**config.mk**
```make
export PLATFORM = sky130hd
export DESIGN_NAME = wb_trace_collector
export DESIGN_NICKNAME = d
export VERILOG_FILES = /design/src/rtl/wb_trace_pkg.sv /design/src/rtl/trace_fifo.sv /design/src/rtl/wb_trace_collector.sv
export SDC_FILE = /design/constraint.sdc
export NUM_CORES = 2
export LEC_CHECK = 0
export ABC_AREA = 1
export CAP_MARGIN = 0
export CORE_MARGIN = 2
export CORE_UTILIZATION = 55
export DETAILED_ROUTE_END_ITERATION = 16
export GPL_TIMING_DRIVEN = 0
export PLACE_DENSITY_LB_ADDON = 0.3
export SLEW_MARGIN = 0
export SYNTH_ARGS = -nofsm -noshare
export SYNTH_HDL_FRONTEND = slang
export SYNTH_HIERARCHICAL = 1
export SYNTH_SLANG_ARGS = --single-unit
```
**constraint.sdc**
```tcl
create_clock -name clk -period 5.2 [get_ports clk]
set_input_delay 0.52 -clock clk [delete_from_list [all_inputs] [get_ports clk]]
set_output_delay 0.52 -clock clk [all_outputs]
set_load 0.02 [all_outputs]
```
**src/rtl/wb_trace_pkg.sv**
```systemverilog
// Shared types for the write-back trace path.
// Holds the architectural widths and the trace entry layout.
// SEQ_W here is the widest sequence number an entry can carry.
package wb_trace_pkg;

  localparam int REG_W = 5;
  localparam int XLEN  = 32;
  localparam int SEQ_W = 16;

  typedef struct packed {
    logic [SEQ_W-1:0] seq;
    logic [REG_W-1:0] rd;
    logic [XLEN-1:0]  data;
  } trace_entry_t;

endpackage

```
**src/rtl/trace_fifo.sv**
```systemverilog
// Synchronous DEPTH-entry FIFO of a packed entry type, count tracks occupancy.
// Latency: a push is visible at dout on the cycle after the write edge when empty.
// Backpressure: push is ignored when full unless a pop happens in the same cycle.
module trace_fifo
  import wb_trace_pkg::*;
#(
  parameter int  DEPTH   = 8,
  parameter type entry_t = trace_entry_t
) (
  input  logic                   clk,
  input  logic                   rst_n,
  input  logic                   push,
  input  logic                   pop,
  input  entry_t                 din,
  output entry_t                 dout,
  output logic [$clog2(DEPTH):0] count,
  output logic                   full,
  output logic                   empty
);

  localparam int PW = $clog2(DEPTH);
  localparam int CW = PW + 1;

  entry_t          mem_q [DEPTH];
  logic [PW-1:0]   wr_ptr_q, rd_ptr_q;
  logic [CW-1:0]   count_q, count_d;
  logic            do_push, do_pop;

  assign full    = (count_q == CW'(DEPTH));
  assign empty   = (count_q == '0);
  assign do_pop  = pop && !empty;
  // A full FIFO can still take a push when the head leaves in the same cycle.
  assign do_push = push && (!full || do_pop);

  assign dout  = mem_q[rd_ptr_q];
  assign count = count_q;

  // Occupancy next state from the accepted push/pop pair.
  always_comb begin
    count_d = count_q;
    case ({do_push, do_pop})
      2'b10:   count_d = count_q + CW'(1);
      2'b01:   count_d = count_q - CW'(1);
      default: count_d = count_q;
    endcase
  end

  // Pointers and occupancy; pointers wrap naturally because DEPTH is a power of two.
  always_ff @(posedge clk or negedge rst_n) begin
    if (!rst_n) begin
      wr_ptr_q <= '0;
      rd_ptr_q <= '0;
      count_q  <= '0;
    end else begin
      if (do_push) wr_ptr_q <= wr_ptr_q + PW'(1);
      if (do_pop)  rd_ptr_q <= rd_ptr_q + PW'(1);
      count_q <= count_d;
    end
  end

  // Storage is cleared on reset so the head reads zero after reset.
  always_ff @(posedge clk or negedge rst_n) begin
    if (!rst_n) begin
      for (int i = 0; i < DEPTH; i++) mem_q[i] <= '0;
    end else if (do_push) begin
      mem_q[wr_ptr_q] <= din;
    end
  end

endmodule

```
**src/rtl/wb_trace_collector.sv**
```systemverilog
// Turns the CPU write-back stream into a sequence-numbered trace FIFO plus a shadow register file.
// Latency: a qualifying write in cycle N is at the FIFO head in cycle N+1 when the FIFO was empty.
// Backpressure: trace_ready stalls the head; events arriving while full without a pop are dropped and counted.
module wb_trace_collector
  import wb_trace_pkg::trace_entry_t;
  import wb_trace_pkg::REG_W;
  import wb_trace_pkg::XLEN;
#(
  parameter int DEPTH  = 8,
  parameter int SEQ_W  = 16,
  parameter int DROP_W = 16
) (
  input  logic                   clk,
  input  logic                   reset,
  input  logic                   RegWriteW,
  input  logic [REG_W-1:0]       RdW,
  input  logic [XLEN-1:0]        ResultW,
  output logic                   trace_valid,
  input  logic                   trace_ready,
  output logic [REG_W-1:0]       trace_rd,
  output logic [XLEN-1:0]        trace_data,
  output logic [SEQ_W-1:0]       trace_seq,
  output logic [$clog2(DEPTH):0] fifo_count,
  output logic                   overflow,
  output logic [DROP_W-1:0]      drop_count,
  input  logic                   clear_overflow,
  input  logic [REG_W-1:0]       dbg_addr,
  output logic [XLEN-1:0]        dbg_data
);

  // Entry seq field width; SEQ_W must not exceed it.
  localparam int ESEQ_W = wb_trace_pkg::SEQ_W;

  logic               qual, pop, drop;
  logic               fifo_full, fifo_empty;
  trace_entry_t       push_entry, head;
  logic [SEQ_W-1:0]   seq_q, seq_d;
  logic               overflow_q, overflow_d;
  logic [DROP_W-1:0]  drop_q, drop_d;
  logic [XLEN-1:0]    shadow_q [1:31];
  logic [ESEQ_W-1:0]  unused_head_seq;

  // Writes to x0 are invisible to everything downstream.
  assign qual = RegWriteW && (RdW != '0);
  assign pop  = trace_valid && trace_ready;
  assign drop = qual && fifo_full && !pop;

  // Build the entry for the current event.
  always_comb begin
    push_entry      = '0;
    push_entry.seq  = ESEQ_W'(seq_q);
    push_entry.rd   = RdW;
    push_entry.data = ResultW;
  end

  trace_fifo #(
    .DEPTH   (DEPTH),
    .entry_t (trace_entry_t)
  ) u_fifo (
    .clk   (clk),
    .rst_n (reset),
    .push  (qual),
    .pop   (pop),
    .din   (push_entry),
    .dout  (head),
    .count (fifo_count),
    .full  (fifo_full),
    .empty (fifo_empty)
  );

  assign trace_valid     = !fifo_empty;
  assign trace_rd        = head.rd;
  assign trace_data      = head.data;
  assign trace_seq       = head.seq[SEQ_W-1:0];
  assign unused_head_seq = head.seq;

  // Every qualifying event takes a sequence number, dropped or not.
  always_comb begin
    seq_d = seq_q;
    if (qual) seq_d = seq_q + SEQ_W'(1);
  end

  // Sticky overflow and saturating drop counter; a drop beats a same-cycle clear.
  always_comb begin
    overflow_d = overflow_q;
    drop_d     = drop_q;
    if (drop) begin
      overflow_d = 1'b1;
      if (clear_overflow)   drop_d = DROP_W'(1);
      else if (drop_q != '1) drop_d = drop_q + DROP_W'(1);
    end else if (clear_overflow) begin
      overflow_d = 1'b0;
      drop_d     = '0;
    end
  end

  // Sequence, overflow and drop state registers.
  always_ff @(posedge clk or negedge reset) begin
    if (!reset) begin
      seq_q      <= '0;
      overflow_q <= 1'b0;
      drop_q     <= '0;
    end else begin
      seq_q      <= seq_d;
      overflow_q <= overflow_d;
      drop_q     <= drop_d;
    end
  end

  assign overflow   = overflow_q;
  assign drop_count = drop_q;

  // Shadow register file follows every qualifying write, independent of FIFO space.
  always_ff @(posedge clk or negedge reset) begin
    if (!reset) begin
      for (int i = 1; i < 32; i++) shadow_q[i] <= '0;
    end else if (qual) begin
      shadow_q[RdW] <= ResultW;
    end
  end

  // Read port sees the pre-write value during the write cycle.
  assign dbg_data = (dbg_addr == '0) ? '0 : shadow_q[dbg_addr];

endmodule

```
==> flow_summary.ini <==
[logic_synthesis]
synth_seq_cells = 1459
ys_types = 31
yosys.cell_count.top_type = nand2_1
postSynthCellCount = 9274
synth-xor-area-share_pct = 0.199
synthTopCellsByCount = 3,152 x nand2_1, 1,459 x dfrtp_1, 1,099 x o21ai_0
synth_top_area_share_pct = 51.8
yosysSeqAreaShare_pct = 51.8
yosys.area_share.adder_pct = 0.153
ys_warn_count = 6
yosysTopAreaCell = dfrtp_1
synth-simple-area-share_pct = 29.4
synth.avg_cell_area_um2 = 7.60
synth-edff-count = 0
netlist_area_um2 = 70500
yosys_most_used_dff = dfrtp_1
synth_compound_area_share_pct = 10.1
ys_top_cells_by_area = dfrtp_1 52%, nand2_1 17%, o21ai_0 7.8%, nand3_1 5.4%, nand4_1 3.9%
async_flop_share_pct = 100
synth_mux_area_share_pct = 0
synth_nets = 9329
synth_top_family_by_area = simple AND/OR/NAND/NOR gates

[cts]
cts_resized = 0
insertion_delay_ns = 0.80
clock_sinks = 1459
cts-root-buf = clkbuf_16
clk_pin_slew_ns = 0.05
cts_buffer_depth = 3
cts_made_buffers = 155
cts_tree = yes
cts-htree-levels = 4

[sta]
tns_ns = 0
clock_skew_ns = 0.0218
min_period_ns = 4.97
hold_viol_final = 0
worst_pin_slew_ns = 1.26
slew_viol_final = 0
post-route-period-util_pct = 95.6
fmax_mhz = 201
slew_headroom_pct = 15.9
rsz0062_at_grt = no
whs_ns = 0.283
worst_slack_ns = 0.229
finalSetupViolCount = 0

[cells_and_area]
instances_no_fill = 11400
fin_util_pct = 62.3
final_nets = 9645
drive_gt1_share_pct = 5.67
area.growth.synth_to_final_pct = 12.5

[setup_path]
cpMostUsedCell = nand3_1
required_ns = 4.68
cp-startpoint = dbg_addr[0]
cpMaxStageDelayCell = clkbuf_1
crit_fanout = 10
rrSetupSlack_ns = 1.38
cp.arrival_ns = 4.45
startpoint_type = input pin
crit_path_end_kind = primary output
worstSetupPathType = input pin to primary output
r2r-start = u_fifo/count[0]
crit_family = buffers and inverters
cp_num_buf_inv = 5
critPathMaxStageDelay_ns = 0.91
crit_chain = buf_2 > buf_2 > clkbuf_1 > clkbuf_1 > a21oi_1 > o21ai_0 > nand3_1 > nand3_1 > nand3_1 > nand2_1 > clkdlybuf4s50_1

[grt]
grt_pass1_vias = 63900
grt.total_usage_pct = 37.7
antenna_found_initial = 11
grt_overflow = 0
grt_start_max_net_pins = 177
grt_pass1_wl_mm = 375

[detailed_routing]
drc = 0
drt_first_pass_iters = 9
drt-total-wl_mm = 249
vias = 67300
routed_via_density = 5.91
wl_per_cell_um = 21.9
dr.first_iter.drc_count = 8951
ant_nets = 0

[die]
io_pins = 154
start_util_pct = 55.3
dieArea_um2 = 131000
die_w_um = 362
core_um2 = 127000
die_h_um = 362
row_count = 131

[power_and_ir_drop]
p_per_area_nw_per_um2 = 493
ir_worst_vdd_uv = 377
cellLeakagePower_nw = 38.9

[placement]
pre_cts_ws_ns = 0.0701
hpwlAfterDp_mm = 182
port_buffers = 150
gp_congestion = 1.02
dp_cells = 11100

[hold_path]
hp-class = input pin to async pin

[run_status]
status = completed

[flow_run]
cap_viol_max_count = 0
-- worst paths after layout --
| path | endpoint | cells past startpoint |
|---|---|---|
| min in group clk | drop_count[0] | 3 |
| hold / removal | u_fifo/count[3] | 2 |
| hold reg to reg | u_fifo/mem_q[359] | 2 |
| setup reg to reg | drop_count[13] | 13 |
| max in group asynchronous | shadow_q[664] | 5 |
| setup / recovery | dbg_data[1] | 11 |
-- metal layers --
metal / track usage, % / up-vias / part of all wire, %
met5: 0 / - / 0.032
met4: 28.0 / 12 / 8.5
met3: 9.60 / 966 / 11
met2: 57.2 / 3823 / 44
met1: 46.9 / 32000 / 36
li1: - / 30400 / -
-- placed cells by master, fill, tap and decap left out, types with 2 or more instances in the layout --
cell type	count
buf_16	10
nand3_2	6
nor3_1	17
xor2_1	13
nand3b_1	2
xnor2_1	3
clkinv_1	5
clkbuf_1	582
o21ai_0	1099
or2_2	98
buf_2	106
dfrtp_1	1459
clkbuf_8	30
nor2_1	391
clkinv_2	30
inv_2	10
clkinvlp_4	2
nor2_2	12
clkbuf_16	158
nand4_1	436
clkbuf_2	50
nor3_2	2
buf_1	42
bufinv_16	6
nand3_1	758
o21ai_1	94
clkinv_8	3
a21oi_1	224
ha_1	7
inv_1	720
buf_4	22
diode_2	4
clkdlybuf4s50_1	149
inv_6	5
nand2_1	3152
-- state kept, by name, summed over array words and instances, names as in the netlist --
signal / cells
shadow_q: 992
u_fifo/mem_q: 424
u_fifo/rd_ptr_q: 3
u_fifo/wr_ptr_q: 3
seq_q: 16
u_fifo/count: 4
overflow: 1
drop_count: 16
-- per-stage QoR --
| step | power, mW | cell area [um2] |
|---|---|---|
| detailed placement | 27.9 | 74300 |
| global placement | 27.6 | 74100 |
| finish | 39.1 | 79300 |
| global route | 41.1 | 79300 |
| CTS | 38.8 | 79300 |
| floorplan | 23.2 | 70500 |
-- power by group --
part	switching, mW	total (mW)	internal (mW)
clock network	4.68	11.0	6.31
registers	1.62	15.9	14.3
logic	8.14	12.2	4.01
total	14.4	39.1	24.6
-- cell type report --
class | instances | area, um2
plain buffers | 759 | 3130
inverters | 735 | 2760
flip-flops and latches | 1459 | 36500
diodes | 4 | 10.0
multi-input cells | 6320 | 28100
clock buffers | 231 | 4530
well taps | 1662 | 2080
fillers | 11200 | 48000
clock inverters | 46 | 438
repair buffers | 160 | 1780
-- what timing repair did --
item / CTS / global route
endpoints found under the setup margin: 0 / 4
hold buffers: 1 / 0
endpoints found under the hold margin: 71 / 0
buffers inserted: 0 / 0
-- logic make-up after synthesis --
group / count (synthesis)
AO/OA/AOI/OAI: 1420
XOR/XNOR: 16
adder cells (fa/ha/maj): 8
buffers and inverters: 1495
flip-flops: 1459
AND/OR/NAND/NOR: 4876
(Power assumes the default switching activity.)
